==> config.mk <==
export PLATFORM = sky130hd
export DESIGN_NAME = ctrl_pipeline
export DESIGN_NICKNAME = d
export VERILOG_FILES = /design/src/rtl/ctrl_pkg.sv /design/src/rtl/hazard_unit.sv /design/src/rtl/ctrl_pipeline.sv
export SDC_FILE = /design/constraint.sdc
export NUM_CORES = 1
export LEC_CHECK = 0
export ABC_CLOCK_PERIOD_IN_PS = 7200
export CAP_MARGIN = 5
export CORE_MARGIN = 1.5
export CORE_UTILIZATION = 35
export CTS_CLUSTER_SIZE = 20
export DETAILED_ROUTE_END_ITERATION = 16
export PLACE_DENSITY = 0.64
export SETUP_SLACK_MARGIN = 0.4
export SLEW_MARGIN = 10
export SYNTH_ARGS = -nofsm -noshare
export SYNTH_HDL_FRONTEND = slang
export SYNTH_SLANG_ARGS = --single-unit
==> constraint.sdc <==
create_clock -name clk -period 7.2 [get_ports clk]
set_input_delay 2.16 -clock clk [delete_from_list [all_inputs] [get_ports clk]]
set_output_delay 2.16 -clock clk [all_outputs]
set_load 0.03 [all_outputs]
==> src/rtl/ctrl_pkg.sv <==
// Shared types and constants for the control pipeline: control bundle layout,
// ALUOp codes, operand forward selects and the bubble value.
package ctrl_pkg;

  typedef struct packed {
    logic       branch;
    logic       mem_read;
    logic       mem_to_reg;
    logic       mem_write;
    logic       alu_src;
    logic       reg_write;
    logic [1:0] alu_op;
  } ctrl_t;

  localparam logic [1:0] ALU_OP_MEM    = 2'b00;
  localparam logic [1:0] ALU_OP_BRANCH = 2'b01;
  localparam logic [1:0] ALU_OP_R      = 2'b10;
  localparam logic [1:0] ALU_OP_I      = 2'b11;

  localparam logic [1:0] FWD_RF    = 2'b00;
  localparam logic [1:0] FWD_EXMEM = 2'b10;
  localparam logic [1:0] FWD_MEMWB = 2'b01;

  localparam ctrl_t CTRL_BUBBLE = '0;

  // x0 is hardwired to zero, so a zero destination never creates a dependency.
  function automatic logic rd_hit(input logic [4:0] rd, input logic [4:0] rs);
    return (rd != 5'd0) && (rd == rs);
  endfunction

endpackage

==> src/rtl/hazard_unit.sv <==
// Combinational hazard detection and operand-forward selection.
// CTRL_PIPE_FWD_EN enables EX/MEM and MEM/WB forwarding; without it, RAW
// dependencies on EX and MEM writers stall instead.
module hazard_unit
  import ctrl_pkg::*;
(
  input  logic [4:0] id_rs1,
  input  logic [4:0] id_rs2,
  input  logic       ex_mem_read,
  input  logic       ex_reg_write,
  input  logic [4:0] ex_rd,
  input  logic [4:0] ex_rs1,
  input  logic [4:0] ex_rs2,
  input  logic       mem_reg_write,
  input  logic [4:0] mem_rd,
  input  logic       wb_reg_write,
  input  logic [4:0] wb_rd,
  output logic       stall,
  output logic [1:0] fwd_a,
  output logic [1:0] fwd_b
);

  logic ex_hit;
  logic mem_hit;
  logic load_use;

  always_comb begin
    ex_hit   = rd_hit(ex_rd, id_rs1) || rd_hit(ex_rd, id_rs2);
    mem_hit  = rd_hit(mem_rd, id_rs1) || rd_hit(mem_rd, id_rs2);
    load_use = ex_mem_read && ex_hit;
  end

`ifdef CTRL_PIPE_FWD_EN
  logic unused_mem_hit;
  assign unused_mem_hit = mem_hit ^ ex_reg_write;

  // EX/MEM holds the younger result, so it wins over MEM/WB.
  always_comb begin
    stall = load_use;
    fwd_a = FWD_RF;
    fwd_b = FWD_RF;
    if (mem_reg_write && rd_hit(mem_rd, ex_rs1))     fwd_a = FWD_EXMEM;
    else if (wb_reg_write && rd_hit(wb_rd, ex_rs1))  fwd_a = FWD_MEMWB;
    if (mem_reg_write && rd_hit(mem_rd, ex_rs2))     fwd_b = FWD_EXMEM;
    else if (wb_reg_write && rd_hit(wb_rd, ex_rs2))  fwd_b = FWD_MEMWB;
  end
`else
  logic unused_fwd_inputs;
  assign unused_fwd_inputs = ^{ex_rs1, ex_rs2, wb_reg_write, wb_rd};

  // WB needs no check: the regfile writes before it is read.
  always_comb begin
    stall = load_use || (ex_reg_write && ex_hit) || (mem_reg_write && mem_hit);
    fwd_a = FWD_RF;
    fwd_b = FWD_RF;
  end
`endif

endmodule

==> src/rtl/ctrl_pipeline.sv <==
// ID->EX->MEM->WB control/destination pipeline with stall, flush and a
// saturating stall counter. Forwarding is selected by CTRL_PIPE_FWD_EN.
module ctrl_pipeline
  import ctrl_pkg::*;
(
  input  logic        clk,
  input  logic        reset,
  input  logic [7:0]  id_ctrl,
  input  logic [4:0]  id_rs1,
  input  logic [4:0]  id_rs2,
  input  logic [4:0]  id_rd,
  input  logic        ex_branch_taken,
  output logic [7:0]  ex_ctrl,
  output logic [7:0]  mem_ctrl,
  output logic [7:0]  wb_ctrl,
  output logic [4:0]  ex_rd,
  output logic [4:0]  mem_rd,
  output logic [4:0]  wb_rd,
  output logic        pc_write,
  output logic        ifid_write,
  output logic        if_flush,
  output logic [1:0]  fwd_a,
  output logic [1:0]  fwd_b,
  output logic [15:0] stall_count
);

  ctrl_t       ex_ctrl_q, ex_ctrl_d;
  ctrl_t       mem_ctrl_q, mem_ctrl_d;
  ctrl_t       wb_ctrl_q, wb_ctrl_d;
  logic [4:0]  ex_rd_q, ex_rd_d;
  logic [4:0]  ex_rs1_q, ex_rs1_d;
  logic [4:0]  ex_rs2_q, ex_rs2_d;
  logic [4:0]  mem_rd_q, mem_rd_d;
  logic [4:0]  wb_rd_q, wb_rd_d;
  logic [15:0] stall_count_q, stall_count_d;

  logic       stall_raw;
  logic [1:0] fwd_a_raw;
  logic [1:0] fwd_b_raw;
  logic       flush;
  logic       stall;
  logic       bubble;

  hazard_unit u_hazard (
    .id_rs1        (id_rs1),
    .id_rs2        (id_rs2),
    .ex_mem_read   (ex_ctrl_q.mem_read),
    .ex_reg_write  (ex_ctrl_q.reg_write),
    .ex_rd         (ex_rd_q),
    .ex_rs1        (ex_rs1_q),
    .ex_rs2        (ex_rs2_q),
    .mem_reg_write (mem_ctrl_q.reg_write),
    .mem_rd        (mem_rd_q),
    .wb_reg_write  (wb_ctrl_q.reg_write),
    .wb_rd         (wb_rd_q),
    .stall         (stall_raw),
    .fwd_a         (fwd_a_raw),
    .fwd_b         (fwd_b_raw)
  );

  // A taken branch squashes the stalled instruction, so flush overrides stall.
  always_comb begin
    flush  = ex_branch_taken && !reset;
    stall  = stall_raw && !ex_branch_taken && !reset;
    bubble = flush || stall;
  end

  always_comb begin
    ex_ctrl_d     = bubble ? CTRL_BUBBLE : ctrl_t'(id_ctrl);
    ex_rd_d       = bubble ? 5'd0 : id_rd;
    ex_rs1_d      = bubble ? 5'd0 : id_rs1;
    ex_rs2_d      = bubble ? 5'd0 : id_rs2;
    mem_ctrl_d    = ex_ctrl_q;
    mem_rd_d      = ex_rd_q;
    wb_ctrl_d     = mem_ctrl_q;
    wb_rd_d       = mem_rd_q;
    stall_count_d = stall_count_q;
    if (stall && (stall_count_q != 16'hFFFF)) stall_count_d = stall_count_q + 16'd1;
  end

  always_ff @(posedge clk or posedge reset) begin
    if (reset) begin
      ex_ctrl_q     <= CTRL_BUBBLE;
      mem_ctrl_q    <= CTRL_BUBBLE;
      wb_ctrl_q     <= CTRL_BUBBLE;
      ex_rd_q       <= 5'd0;
      ex_rs1_q      <= 5'd0;
      ex_rs2_q      <= 5'd0;
      mem_rd_q      <= 5'd0;
      wb_rd_q       <= 5'd0;
      stall_count_q <= 16'd0;
    end else begin
      ex_ctrl_q     <= ex_ctrl_d;
      mem_ctrl_q    <= mem_ctrl_d;
      wb_ctrl_q     <= wb_ctrl_d;
      ex_rd_q       <= ex_rd_d;
      ex_rs1_q      <= ex_rs1_d;
      ex_rs2_q      <= ex_rs2_d;
      mem_rd_q      <= mem_rd_d;
      wb_rd_q       <= wb_rd_d;
      stall_count_q <= stall_count_d;
    end
  end

  assign ex_ctrl     = ex_ctrl_q;
  assign mem_ctrl    = mem_ctrl_q;
  assign wb_ctrl     = wb_ctrl_q;
  assign ex_rd       = ex_rd_q;
  assign mem_rd      = mem_rd_q;
  assign wb_rd       = wb_rd_q;
  assign pc_write    = !stall;
  assign ifid_write  = !stall;
  assign if_flush    = flush;
  assign fwd_a       = reset ? FWD_RF : fwd_a_raw;
  assign fwd_b       = reset ? FWD_RF : fwd_b_raw;
  assign stall_count = stall_count_q;

endmodule

# Word level (Yosys, flattened, before mapping)
# Index checks and enable logic that the tools add are counted.
# op_classes
reduce_logical,21
mux,2
n_eq_ne,5
n_addsub,1
# op_table
op,count
== test 5 bit,4
adder 16 x 1 -> 16 bit (second input constant),1
!= test 16 bit (second input constant),1
logical AND 1 bit,11
nonzero test 5 bit,2
2-to-1 mux 8 bit,1
logical OR 1 bit,5
2-to-1 mux 5 bit,1
logical NOT 1 bit,3
# word_totals
output_inout_bits,62
reg_bits,55

# Logic depth before layout (Yosys ltp)
# logic_depth
depth_word,10
mapped_depth,7
mapped_depth_nobuf,6

# Modules after synthesis
# Synthesis repeated with hierarchy kept, for this count alone.
# hier_totals
hier_cells,196
area_unflattened_um2,2531.2
# by_module_without_submodules
module,cells_per_inst,instances,area_each_um2
ctrl_pipeline,156,1,2239.6
hazard_unit,40,1,291.5

# Worst setup path after synthesis
# OpenSTA, ideal clock, no wires.
# synth_timing
path_type,in2out
startpoint,input port id_rs1[3]
endpoint,output port pc_write
slack_ps,1446
t_arrival_ps,3594
cell_stages,7
path_cell_list,xor2_1 > nor3_1 > a22oi_1 > o22ai_2 > buf_2 > nand2_1 > buf_4
# synth_via
elab_chain_cells,9
elab_cells_between_ends,14
classes_between,eq/ne: 2; reduce/logical: 12
# synth_rtl
item,line_no,text
start: declaration,ctrl_pipeline.sv:9,"input logic [4:0] id_rs1,"
== test 5 bit,ctrl_pkg.sv:28,return (rd != 5'd0) && (rd == rs);
logical AND 1 bit,ctrl_pkg.sv:28,
logical OR 1 bit,hazard_unit.sv:28,"ex_hit = rd_hit(ex_rd, id_rs1) || rd_hit(ex_rd, id_rs2);"
"logical AND 1 bit, on equally long branches","hazard_unit.sv:30, hazard_unit.sv:53",
logical OR 1 bit,hazard_unit.sv:53,stall = load_use || (ex_reg_write && ex_hit) || (mem_reg_write && mem_hit);
logical OR 1 bit *,hazard_unit.sv:53,
logical AND 1 bit * (2 in a row),ctrl_pipeline.sv:64,stall = stall_raw && !ex_branch_taken && !reset;
logical NOT 1 bit *,--,
end: declaration,ctrl_pipeline.sv:19,"output logic pc_write,"
# Mark *: on every way between the ends. The rest lies on a longest branch, timed or not.

# Final worst setup path
# layout_timing
startpoint,input port id_rs1[2]
endpoint,output port ifid_write
# layout_via
elab_chain_cells,9
elab_cells_between_ends,14
classes_between,eq/ne: 2; reduce/logical: 12
# layout_rtl
item,line_no,text
== test 5 bit,ctrl_pkg.sv:28,
logical AND 1 bit,ctrl_pkg.sv:28,
logical OR 1 bit,hazard_unit.sv:28,
"logical AND 1 bit, on equally long branches","hazard_unit.sv:30, hazard_unit.sv:53",
logical OR 1 bit,hazard_unit.sv:53,
logical OR 1 bit *,hazard_unit.sv:53,
logical AND 1 bit * (2 in a row),ctrl_pipeline.sv:64,
logical NOT 1 bit *,ctrl_pipeline.sv:112,assign ifid_write = !stall;
end: declaration,ctrl_pipeline.sv:20,"output logic ifid_write,"
# Marked as above.

==> summary.txt <==
Timing
  • Fin Setup TNS: 0 ns
  • Final hold vios: 0
  • Final Max Tran Viols: 0
  • Final min period: slightly above 6 ns
  • Fmax: 0.1605 GHz
  • Relative slew slack: 54.21%
  • Final Cycle Share: 86.52%
  • Final setup vio count: 0
  • Worst-margin pin slew: ~0.69 ns
  • RSZ-0062 raised after global routing: false
  • Post-route worst setup slack: 0.9706 ns
  • Clock Skew: approximately 0.013 ns

Critical path
  • Startpoint Class: input pin
  • Critical Path AT: 4.07 ns
  • CP Max Fanout: 2
  • Critical Path Slowest Stage Cell: clkdlybuf4s50_1
  • Critical path capture point type: output pin
  • CP dominant cell by count: clkdlybuf4s50_1
  • CP Cell Sequence: clkdlybuf4s50_1 -> xor2_1 -> nor2_1 -> a22oi_1 -> o22ai_2 -> nand2_1 -> clkdlybuf4s50_1
  • Required @ worst endpoint: 5.04 ns
  • Setup CP Type: input pin to output pin
  • Crit-path max cell delay: 0.68 ns

Drt
  • Post-DR wirelength/cell: between 10 and 15 µm
  • Via/cell ratio: 4.643
  • Antenna Nets Post-Route: 0
  • DRC: 0
  • DRT Pass-1 Iters: 4
  • DR iter-0 viols: 57
  • WL final: 4628 µm
  • Vias: 1523

CTS
  • Clock tree sinks: 55
  • Max H-tree Level: 2
  • Clk root buf: clkbuf_8
  • Clk buf depth: 2
  • PostCTS Resize Cnt: 0
  • Postcts setup bufs: 0
  • Hold-fix buffers, CTS: 0
  • Clk slew on worst S/H paths: around 0.090 ns
  • Clock latency on the worst-skew pair: ~0.3 ns
  • CTS tree: yes
  • TritonCTS Buffers: 5

Place
  • RePlAce Congestion: 0.8122
  • Port bufs: 83
  • Setup WS pre-CTS: 0.9478 ns
  • Placed cell area: ~0.0031 mm²
  • Detailed placer's ending HPWL: 3434 µm

Finish
  • Most common cell after layout, fill and taps aside: clkdlybuf4s50_1
  • Fin nets: 279
  • Sequential cell area: between 0.001 and 0.0015 mm²
  • Area occupied by multi-input gates: approximately 760 µm²
  • Post-Layout Inst Area: about 0.0032 mm²
  • ANT cells: 0
  • Area Overhead vs Synth: 44.92%
  • Commonest non-fill, non-tap cells in the layout: 83 x clkdlybuf4s50_1, 55 x dfrtp_1, 20 x xor2_1
  • Number of fill cells: 568
  • Layout cells sized above 1: 9.881%

Die
  • Chip height: 82.55 µm
  • Row count: 28
  • IO Count: roughly 90
  • Core Area: between 0.006 and 0.007 mm²
  • Die X: approximately 83 µm
  • Initial Util: a little under two fifths
  • DIE AREA: 0.006814 mm²

Synth
  • Seq/Total Area, Yosys: 62.15%
  • Gate Count Post-Synth: 169
  • Post-Syn Area: 0.002215 mm²
  • Netlist cell types: 26
  • Synth Register Bits: 55
  • Synth Warn #: 0
  • Avg Inst Size Synth: 13.10 µm²

Pwr
  • P_leak: 1.411 nW
  • Combinational share of power: about a fifth
  • P_sw: approximately 190 µW
  • Seq pwr share: between 40% and 50%
  • Internal: 532.1 µW
  • Clock network power share: 32.3%
  • Maximum vdd ir drop: a little over 0.2 mV
  • Sw frac: 26.51%
  • Power per cell area: 225.6 mW/mm²

Job
  • Max Cap Viol: 0

Global routing
  • GRT overflow: 0
  • Largest net degree at the start of global routing: 57
  • First-pass GRT wire length: 7307 µm
  • Antenna violations before repair: 0
  • Vias in the first global route: 1425
  • GRT Total Usage: 14.65%

Outcome
  • Status: finished, final reports clean

Worst hold path
  • Kind of path behind the tightest hold check: register to register
## registers in the layout, indices dropped and copies added, names as in the netlist
signal / cells
stall_count: 16
mem_rd: 5
wb_ctrl: 8
mem_ctrl: 8
ex_rd: 5
wb_rd: 5
ex_ctrl: 8
## area by class of cell
| cell class | count | share of cell area (%) |
|---|---|---|
| Clock buffer | 6 | 2.261 |
| Clock inverter | 2 | 1.871 |
| Inverter | 1 | 0.1170 |
| Multi-Input combinational cell | 104 | 23.59 |
| Sequential cell | 55 | 42.88 |
| Timing Repair Buffer | 85 | 26.35 |
| Tap cell | 75 | 2.924 |
## path summary, 6_finish.rpt
| kind | startpoint | end | slack, ns | cells after the start |
|---|---|---|---|---|
| max | id_rs1[2] | ifid_write | 0.97 | 7 |
| min | ex_ctrl[3] | mem_ctrl[3] | 0.38 | 0 |
| max reg2reg | stall_count[0] | stall_count[1] | 5.04 | 6 |
| min reg2reg | ex_ctrl[3] | mem_ctrl[3] | 0.38 | 0 |
| max in group asynchronous | reset | wb_ctrl[2] | 4.32 | 3 |
| min in group asynchronous | reset | stall_count[7] | 2.42 | 3 |
## per-layer routing
| layer | vias up | track usage (%) | wire, µm |
|---|---|---|---|
| met5 | - | 0 | 0 |
| met1 | 761 | 19.11 | 2005 |
| met4 | 0 | 4.500 | 51 |
| li1 | 714 | - | - |
| met3 | 5 | 5.495 | 295 |
| met2 | 43 | 22.60 | 2276 |
## cells by family after synthesis
group                    Yosys count  share of synthesized area [%]
flip-flops                        55                          62.15
multiplexers                       1                         0.5084
XOR/XNOR                          35                          13.84
adder cells (fa/ha/maj)            1                         0.5649
AO/OA/AOI/OAI                      8                          3.445
AND/OR/NAND/NOR                   55                          15.14
buffers and inverters             13                          4.180
other                              1                         0.1693
## power groups by stage
stage          combinational [mW]  sequential, mW  clock [mW]
2_1_floorplan              0.0461           0.387           0
3_3_place_gp                0.144           0.353           0
3_5_place_dp                0.145           0.353           0
4_1_cts                     0.146           0.347       0.243
5_1_grt                     0.154           0.350       0.256
6_report                    0.144           0.346       0.234
## metrics by stage
| step | total power [mW] | hold slack [ns] | cells | util [%] |
|---|---|---|---|---|
| floorplan | 0.4334 | 0.3718 | 172 | - |
| global placement | 0.4967 | 0.3569 | 320 | 51.06 |
| detailed placement | 0.4984 | 0.3597 | 320 | 51.06 |
| CTS | 0.7356 | 0.3854 | 328 | 53.26 |
| global route | 0.7600 | 0.3880 | 328 | 53.26 |
| finish | 0.7241 | 0.3804 | 328 | 53.26 |
## synthesized netlist by cell type
cell type / count / share of area, %
or4_1: 2 / 0.68
nand4_1: 4 / 1.1
o21ai_1: 1 / 0.23
ha_1: 1 / 0.56
and3_1: 12 / 3.4
mux2_2: 1 / 0.51
inv_1: 1 / 0.17
and2_1: 1 / 0.28
o21a_4: 1 / 0.68
dfrtp_1: 55 / 62
buf_6: 1 / 0.51
xnor2_1: 15 / 5.9
a21boi_2: 1 / 0.51
a21oi_1: 1 / 0.23
nand2_1: 2 / 0.34
nor2b_1: 4 / 1.1
xor2_1: 20 / 7.9
nor3_1: 4 / 0.90
conb_1: 1 / 0.17
nor2b_2: 10 / 4.0
nor2_1: 5 / 0.85
o22ai_2: 2 / 1.1
a22oi_1: 2 / 0.68
buf_2: 2 / 0.45
nand3_1: 11 / 2.5
buf_4: 9 / 3.1
## critical path: cells and delay by family
kind                      cells  cell delay (ns)
buffers and inverters         2             1.19
AOI/OAI and AO/OA             2             0.39
and+or+nand+nor               2             0.17
xor gates and xnor gates      1             0.15
No activity file was read; power rests on OpenSTA's default activity.
